## config.mk

```make
export PLATFORM = sky130hd
export DESIGN_NAME = cw305_crypto_seq
export DESIGN_NICKNAME = d
export VERILOG_FILES = /design/src/rtl/cw305_crypto_seq.sv
export SDC_FILE = /design/constraint.sdc
export NUM_CORES = 1
export LEC_CHECK = 0
export BUFFER_PORTS_ARGS = -buffer_cell sky130_fd_sc_hd__buf_4
export CORE_MARGIN = 3
export CORE_UTILIZATION = 55
export CTS_CLUSTER_DIAMETER = 120
export DETAILED_ROUTE_END_ITERATION = 12
export PLACE_DENSITY = 0.8
export SLEW_MARGIN = 0
export SYNTH_ARGS = -nofsm -noshare
export SYNTH_HDL_FRONTEND = slang
export SYNTH_SLANG_ARGS = --single-unit
```

## constraint.sdc

```tcl
create_clock -name crypto_clk -period 6.35 [get_ports crypto_clk]
set_input_delay 0.3175 -clock crypto_clk [delete_from_list [all_inputs] [get_ports crypto_clk]]
set_output_delay 0.3175 -clock crypto_clk [all_outputs]
set_load 0.01 [all_outputs]
```

## src/rtl/cw305_crypto_seq.sv

```systemverilog
// cw305_crypto_seq: crypto-core sequencer in the crypto_clk domain.
// Trigger window with pre/post extension, timeout, cycle count, channel sweep.

module cw305_crypto_seq #(
    parameter int pSEL_WIDTH = 1,
    parameter int pCYC_WIDTH = 32,
    parameter int pTO_WIDTH  = 16,
    parameter int pEXT_WIDTH = 8,
    localparam int pCHANNELS = 2 ** pSEL_WIDTH
) (
    input  logic                  crypto_clk,
    input  logic                  reset_i,
    input  logic                  I_start,
    input  logic                  I_abort,
    input  logic                  I_mode,
    input  logic [pSEL_WIDTH-1:0] I_chan_sel,
    input  logic [pTO_WIDTH-1:0]  I_timeout,
    input  logic [pEXT_WIDTH-1:0] I_trig_pre,
    input  logic [pEXT_WIDTH-1:0] I_trig_post,
    output logic [pCHANNELS-1:0]  O_start,
    input  logic [pCHANNELS-1:0]  I_ready,
    input  logic [pCHANNELS-1:0]  I_busy,
    input  logic [pCHANNELS-1:0]  I_done,
    output logic                  O_trigger,
    output logic                  O_busy,
    output logic                  O_done,
    output logic                  O_timeout,
    output logic [pCYC_WIDTH-1:0] O_cycle_count,
    output logic [pSEL_WIDTH-1:0] O_chan
);

    localparam logic [pTO_WIDTH-1:0]  TO_ONE   = pTO_WIDTH'(1);
    localparam logic [pEXT_WIDTH-1:0] EXT_ONE  = pEXT_WIDTH'(1);
    localparam logic [pCYC_WIDTH-1:0] CYC_ONE  = pCYC_WIDTH'(1);
    localparam logic [pSEL_WIDTH-1:0] CHAN_ONE = pSEL_WIDTH'(1);

    typedef enum logic [2:0] {
        ST_IDLE,
        ST_WAIT_READY,
        ST_PRE,
        ST_START,
        ST_RUN,
        ST_POST,
        ST_DONE
    } state_t;

    state_t                state_q, state_d;

    // Configuration captured when a request is accepted.
    logic                  mode_q, mode_d;
    logic [pTO_WIDTH-1:0]  tmo_q, tmo_d;
    logic [pEXT_WIDTH-1:0] pre_q, pre_d;
    logic [pEXT_WIDTH-1:0] post_q, post_d;

    // Sequencing counters.
    logic [pEXT_WIDTH-1:0] ext_q, ext_d;
    logic [pTO_WIDTH-1:0]  tcnt_q, tcnt_d;
    logic [pCYC_WIDTH-1:0] cyc_q, cyc_d;

    // Registered outputs.
    logic [pCYC_WIDTH-1:0] ccount_q, ccount_d;
    logic [pSEL_WIDTH-1:0] chan_q, chan_d;
    logic [pCHANNELS-1:0]  start_q, start_d;
    logic                  trig_q, trig_d;
    logic                  busy_q, busy_d;
    logic                  done_q, done_d;
    logic                  tout_q, tout_d;

    // Decoded views of the addressed core.
    logic                  chan_ready;
    logic                  chan_fin;
    logic                  to_hit;
    logic                  sweep_next;
    logic [pTO_WIDTH-1:0]  tcnt_inc;
    logic [pCYC_WIDTH-1:0] cyc_inc;
    logic [pCHANNELS-1:0]  start_onehot;

    // Status of the addressed core and saturating counter increments.
    always_comb begin
        chan_ready   = I_ready[chan_q];
        chan_fin     = I_done[chan_q] & ~I_busy[chan_q];
        to_hit       = (tmo_q != '0) && (tcnt_q == tmo_q - TO_ONE);
        sweep_next   = mode_q & ~(&chan_q);
        tcnt_inc     = (&tcnt_q) ? tcnt_q : tcnt_q + TO_ONE;
        cyc_inc      = (&cyc_q) ? cyc_q : cyc_q + CYC_ONE;
        start_onehot = '0;
        start_onehot[chan_q] = 1'b1;
    end

    // Next-state and next-output logic; abort overrides everything else.
    always_comb begin
        state_d  = state_q;
        mode_d   = mode_q;
        tmo_d    = tmo_q;
        pre_d    = pre_q;
        post_d   = post_q;
        ext_d    = ext_q;
        tcnt_d   = tcnt_q;
        cyc_d    = cyc_q;
        ccount_d = ccount_q;
        chan_d   = chan_q;
        start_d  = '0;
        trig_d   = trig_q;
        tout_d   = tout_q;

        if (state_q == ST_START || state_q == ST_RUN) begin
            cyc_d = cyc_inc;
        end

        unique case (state_q)
            ST_IDLE: begin
                if (I_start) begin
                    mode_d  = I_mode;
                    tmo_d   = I_timeout;
                    pre_d   = I_trig_pre;
                    post_d  = I_trig_post;
                    chan_d  = I_mode ? '0 : I_chan_sel;
                    tout_d  = 1'b0;
                    tcnt_d  = '0;
                    state_d = ST_WAIT_READY;
                end
            end

            ST_WAIT_READY: begin
                if (to_hit) begin
                    tout_d  = 1'b1;
                    state_d = ST_DONE;
                end else if (chan_ready) begin
                    trig_d = 1'b1;
                    if (pre_q == '0) begin
                        start_d = start_onehot;
                        cyc_d   = '0;
                        state_d = ST_START;
                    end else begin
                        ext_d   = pre_q - EXT_ONE;
                        state_d = ST_PRE;
                    end
                end else begin
                    tcnt_d = tcnt_inc;
                end
            end

            ST_PRE: begin
                if (ext_q == '0) begin
                    start_d = start_onehot;
                    cyc_d   = '0;
                    state_d = ST_START;
                end else begin
                    ext_d = ext_q - EXT_ONE;
                end
            end

            ST_START: begin
                tcnt_d  = '0;
                state_d = ST_RUN;
            end

            ST_RUN: begin
                if (to_hit) begin
                    tout_d  = 1'b1;
                    trig_d  = 1'b0;
                    state_d = ST_DONE;
                end else if (tcnt_q != '0 && chan_fin) begin
                    ccount_d = cyc_q;
                    if (post_q == '0) begin
                        trig_d = 1'b0;
                        if (sweep_next) begin
                            chan_d  = chan_q + CHAN_ONE;
                            tcnt_d  = '0;
                            state_d = ST_WAIT_READY;
                        end else begin
                            state_d = ST_DONE;
                        end
                    end else begin
                        ext_d   = post_q - EXT_ONE;
                        state_d = ST_POST;
                    end
                end else begin
                    tcnt_d = tcnt_inc;
                end
            end

            ST_POST: begin
                if (ext_q == '0) begin
                    trig_d = 1'b0;
                    if (sweep_next) begin
                        chan_d  = chan_q + CHAN_ONE;
                        tcnt_d  = '0;
                        state_d = ST_WAIT_READY;
                    end else begin
                        state_d = ST_DONE;
                    end
                end else begin
                    ext_d = ext_q - EXT_ONE;
                end
            end

            ST_DONE: begin
                state_d = ST_IDLE;
            end

            default: begin
                state_d = ST_IDLE;
            end
        endcase

        if (state_q != ST_IDLE && I_abort) begin
            state_d  = ST_IDLE;
            trig_d   = 1'b0;
            start_d  = '0;
            tout_d   = tout_q;
            ccount_d = ccount_q;
            chan_d   = chan_q;
        end

        busy_d = (state_d != ST_IDLE);
        done_d = (state_d == ST_DONE);
    end

    // State, captured configuration, counters and registered outputs.
    always_ff @(posedge crypto_clk or posedge reset_i) begin
        if (reset_i) begin
            state_q  <= ST_IDLE;
            mode_q   <= 1'b0;
            tmo_q    <= '0;
            pre_q    <= '0;
            post_q   <= '0;
            ext_q    <= '0;
            tcnt_q   <= '0;
            cyc_q    <= '0;
            ccount_q <= '0;
            chan_q   <= '0;
            start_q  <= '0;
            trig_q   <= 1'b0;
            busy_q   <= 1'b0;
            done_q   <= 1'b0;
            tout_q   <= 1'b0;
        end else begin
            state_q  <= state_d;
            mode_q   <= mode_d;
            tmo_q    <= tmo_d;
            pre_q    <= pre_d;
            post_q   <= post_d;
            ext_q    <= ext_d;
            tcnt_q   <= tcnt_d;
            cyc_q    <= cyc_d;
            ccount_q <= ccount_d;
            chan_q   <= chan_d;
            start_q  <= start_d;
            trig_q   <= trig_d;
            busy_q   <= busy_d;
            done_q   <= done_d;
            tout_q   <= tout_d;
        end
    end

    assign O_start       = start_q;
    assign O_trigger     = trig_q;
    assign O_busy        = busy_q;
    assign O_done        = done_q;
    assign O_timeout     = tout_q;
    assign O_cycle_count = ccount_q;
    assign O_chan        = chan_q;

endmodule

```

==> run_results.csv <==
group,metric,value,unit
run_status,status,"finished clean",
sta,slew_headroom,0.243,
clock_tree,cts_buffer_depth,2,
clock_tree,path_clk_slew,0.06,ns
yosys,synthTopCellsByArea,"dfrtp_1, mux2_2, xnor2_1",
pwr,leakage,3.61,nW
place,place_inst,943,
pwr,p_total,4.15,mW
clock_tree,cts_buffers,17,
critical_path,critPathKind,"reg -> reg",
yosys,ys.flop_type,"dfrtp_1",
yosys,synth_top_cell_by_area,"dfrtp_1",
floorplan,die_w,121,microns
sta,tightest_slew,1.13,ns
min_path,hold_path.class,"in -> async",
critical_path,cp.required,6.65,ns
critical_path,cp-end-kind,"flip-flop",
global_routing,grt_pass1_wl,28800,microns
drt,routed_wl,17100,microns
floorplan,die-area,0.0145,sq mm
sta,finalCritPeriodShare,0.606,
layout,stdcell_count,975,
layout,num-nets-final,839,
global_routing,track_usage,0.245,
global_routing,grt_max_degree,72,
pwr,peakVddDrop,250,uV
floorplan,io_pins,83,
clock_tree,cts_tree,"done",
drt,wire_per_inst,17.5,microns
drt,drt_iter0_markers,631,
place,pre_cts_slack,2.56,ns
drt,vias,5973,
yosys,synth_area_per_cell,9.92,sq um
clock_tree,clock_sinks,131,
drt,antenna_left,0,
layout,area_delta_synth_final,17.9,%
drt,drc,0,
sta,setup_viol,0,
place,numPortBuffers,82,
clock_tree,cts_htree_levels,4,
yosys,yosysSeqAreaShare,0.454,
clock_tree,postCtsSetupBuffers,0,
sta,period_minus_slack,3.85,ns
clock_tree,holdBufCountCts,0,
layout,drive_gt1_frac,0.249,
place,dp_hpwl,11800,microns
sta,rsz0062_at_grt,"no",
drt,drt_pre_antenna_iters,8,
place,place_area,0.00789,sq mm
global_routing,antenna_found_initial,0,
critical_path,arrival,4.15,ns
yosys,ys.warnings.count,0,
clock_tree,cts_root_buf,"clkbuf_16",
place,gp_congestion,0.948,
sta,layout_setup_ws,2.50,ns
sta,finalMaxSlewViolations,0,
pwr,powerDensity,489,mW/mm^2
yosys,synth_area,0.00721,sq mm
yosys,synth_top_cell_area_share,0.454,
sta,fmax,260,MHz
sta,skew,0.00772,ns
critical_path,worstPathMaxFanout,17,
yosys,yosysMostFrequentCell,"dfrtp_1",
layout,final_cell_area,0.00850,sq mm
yosys,async_reset_ff_frac,1.00,
flow_run,max-cap-violations,0,
layout,fillCellCount,997,
global_routing,grt_pass1_vias,5734,
floorplan,start_util,0.567,
floorplan,fp.coreArea,0.0127,sq mm
yosys,synth_cell_types,66,
sta,fin_tns_setup,0,ns
yosys,synth_commonest_cells,"dfrtp_1, nor2_1, mux2_2",
yosys,ys_seq_elements,131,
sta,hold_viol_final,0,
drt,avgViaCountPerCell,6.13,
yosys,synth_edf_count,0,
global_routing,grt-ovfl-total,0,
floorplan,die_h,121,microns
floorplan,row_count,41,
layout,num_antenna_cells,0,
critical_path,crit_path_start_kind,"flip-flop",
yosys,synth_fp_nets,776,
clock_tree,worst_skew_pair.late_latency,0.42,ns
yosys,syn_inst,727,
clock_tree,cts_resized,0,
power by group:
part | leakage [nW] | internal, mW | switching [mW]
Clock | 0.296 | 0.639 | 0.371
Combinational | 1.70 | 0.761 | 0.772
Sequential | 1.62 | 1.18 | 0.430
Total | 3.61 | 2.58 | 1.57
per-layer routing:
metal / vias up / wire (microns) / GRT usage / share of wire
met2: 259 / 8450 / 0.398 / 0.50
li1: 2768 / - / - / -
met5: - / 0 / 0 / 0
met3: 31 / 1150 / 0.0599 / 0.067
met1: 2915 / 7220 / 0.330 / 0.42
met4: 0 / 250 / 0.0687 / 0.015
layout make-up:
| type | instances | area, sq um | area share |
|---|---|---|---|
| multi-input cells | 531 | 3660 | 0.431 |
| repair buffers | 86 | 646 | 0.0759 |
| inverters | 23 | 88.8 | 0.0104 |
| clock inverters | 12 | 155 | 0.0182 |
| flip-flops and latches | 131 | 3280 | 0.386 |
| well taps | 172 | 215 | 0.0253 |
| clock buffers | 20 | 457 | 0.0537 |
cell families after synthesis:
kind of cell    count (synthesis)  synth area share
xor+xnor                       58            0.0704
buf+inv                        65            0.0392
flops                         131             0.454
fa+ha+maj                       5           0.00867
mux                            73             0.114
compound gates                146             0.134
simple gates                  249             0.180
layout by cell type, fill, tap and decap left out, types with 4 or more instances in the layout:
master / n
a211oi_1: 5
or3_1: 4
o2bb2ai_1: 5
a21oi_1: 33
nor3_1: 16
clkbuf_16: 17
nand2_1: 41
ha_1: 5
a31oi_1: 11
o31ai_1: 10
nand2b_1: 10
nand4_1: 14
nor4_1: 16
and2_1: 4
or4_1: 4
o22ai_1: 4
mux2_2: 71
o311ai_0: 5
and3_1: 11
xnor2_1: 34
o21ai_0: 33
and4_1: 8
nand3_1: 25
o221ai_1: 4
o22a_1: 5
buf_4: 86
dfrtp_1: 131
inv_1: 22
nand3b_1: 6
o21ai_1: 4
nor2_1: 73
xor2_1: 24
nor2b_1: 5
stage by stage:
stage	util	hold WS (ns)
after floorplan	-	0.434
after global placement	0.620	0.477
after detailed placement	0.620	0.480
after CTS	0.668	0.121
after global routing	0.668	0.120
final	0.668	0.0883
registers in the layout, summed over array words and instances, names as in the netlist, 3 cells and up:
| name | flops |
|---|---|
| tcnt_q | 16 |
| cyc_q | 32 |
| O_cycle_count | 32 |
| ext_q | 8 |
| tmo_q | 16 |
| state_q | 3 |
| post_q | 8 |
| pre_q | 8 |
worst paths after layout:
| path | from | to | slack (ns) | depth (start not counted) |
|---|---|---|---|---|
| min in group crypto_clk | I_timeout[0] | tmo_q[0] | 0.12 | 3 |
| max reg2reg | tmo_q[0] | tcnt_q[10] | 2.50 | 10 |
| max | tmo_q[0] | tcnt_q[10] | 2.50 | 10 |
| min | reset_i | O_cycle_count[5] | 0.09 | 2 |
| min reg2reg | O_cycle_count[24] | O_cycle_count[24] | 0.48 | 1 |
| max in group asynchronous | reset_i | ext_q[7] | 4.97 | 3 |
worst max-delay path, cell delays in order (launching register included):
cell and delay, ns:
dfrtp_1 0.43, inv_1 0.10, ha_1 0.22, nor3b_2 0.55, nand2_2 0.16, or4_4 0.56, a211oi_1 0.24, nand4_1 0.20
o21ai_1 0.93, nor3_1 0.12, o22a_1 0.23
Note: power is estimated with default switching activity, not from simulation.
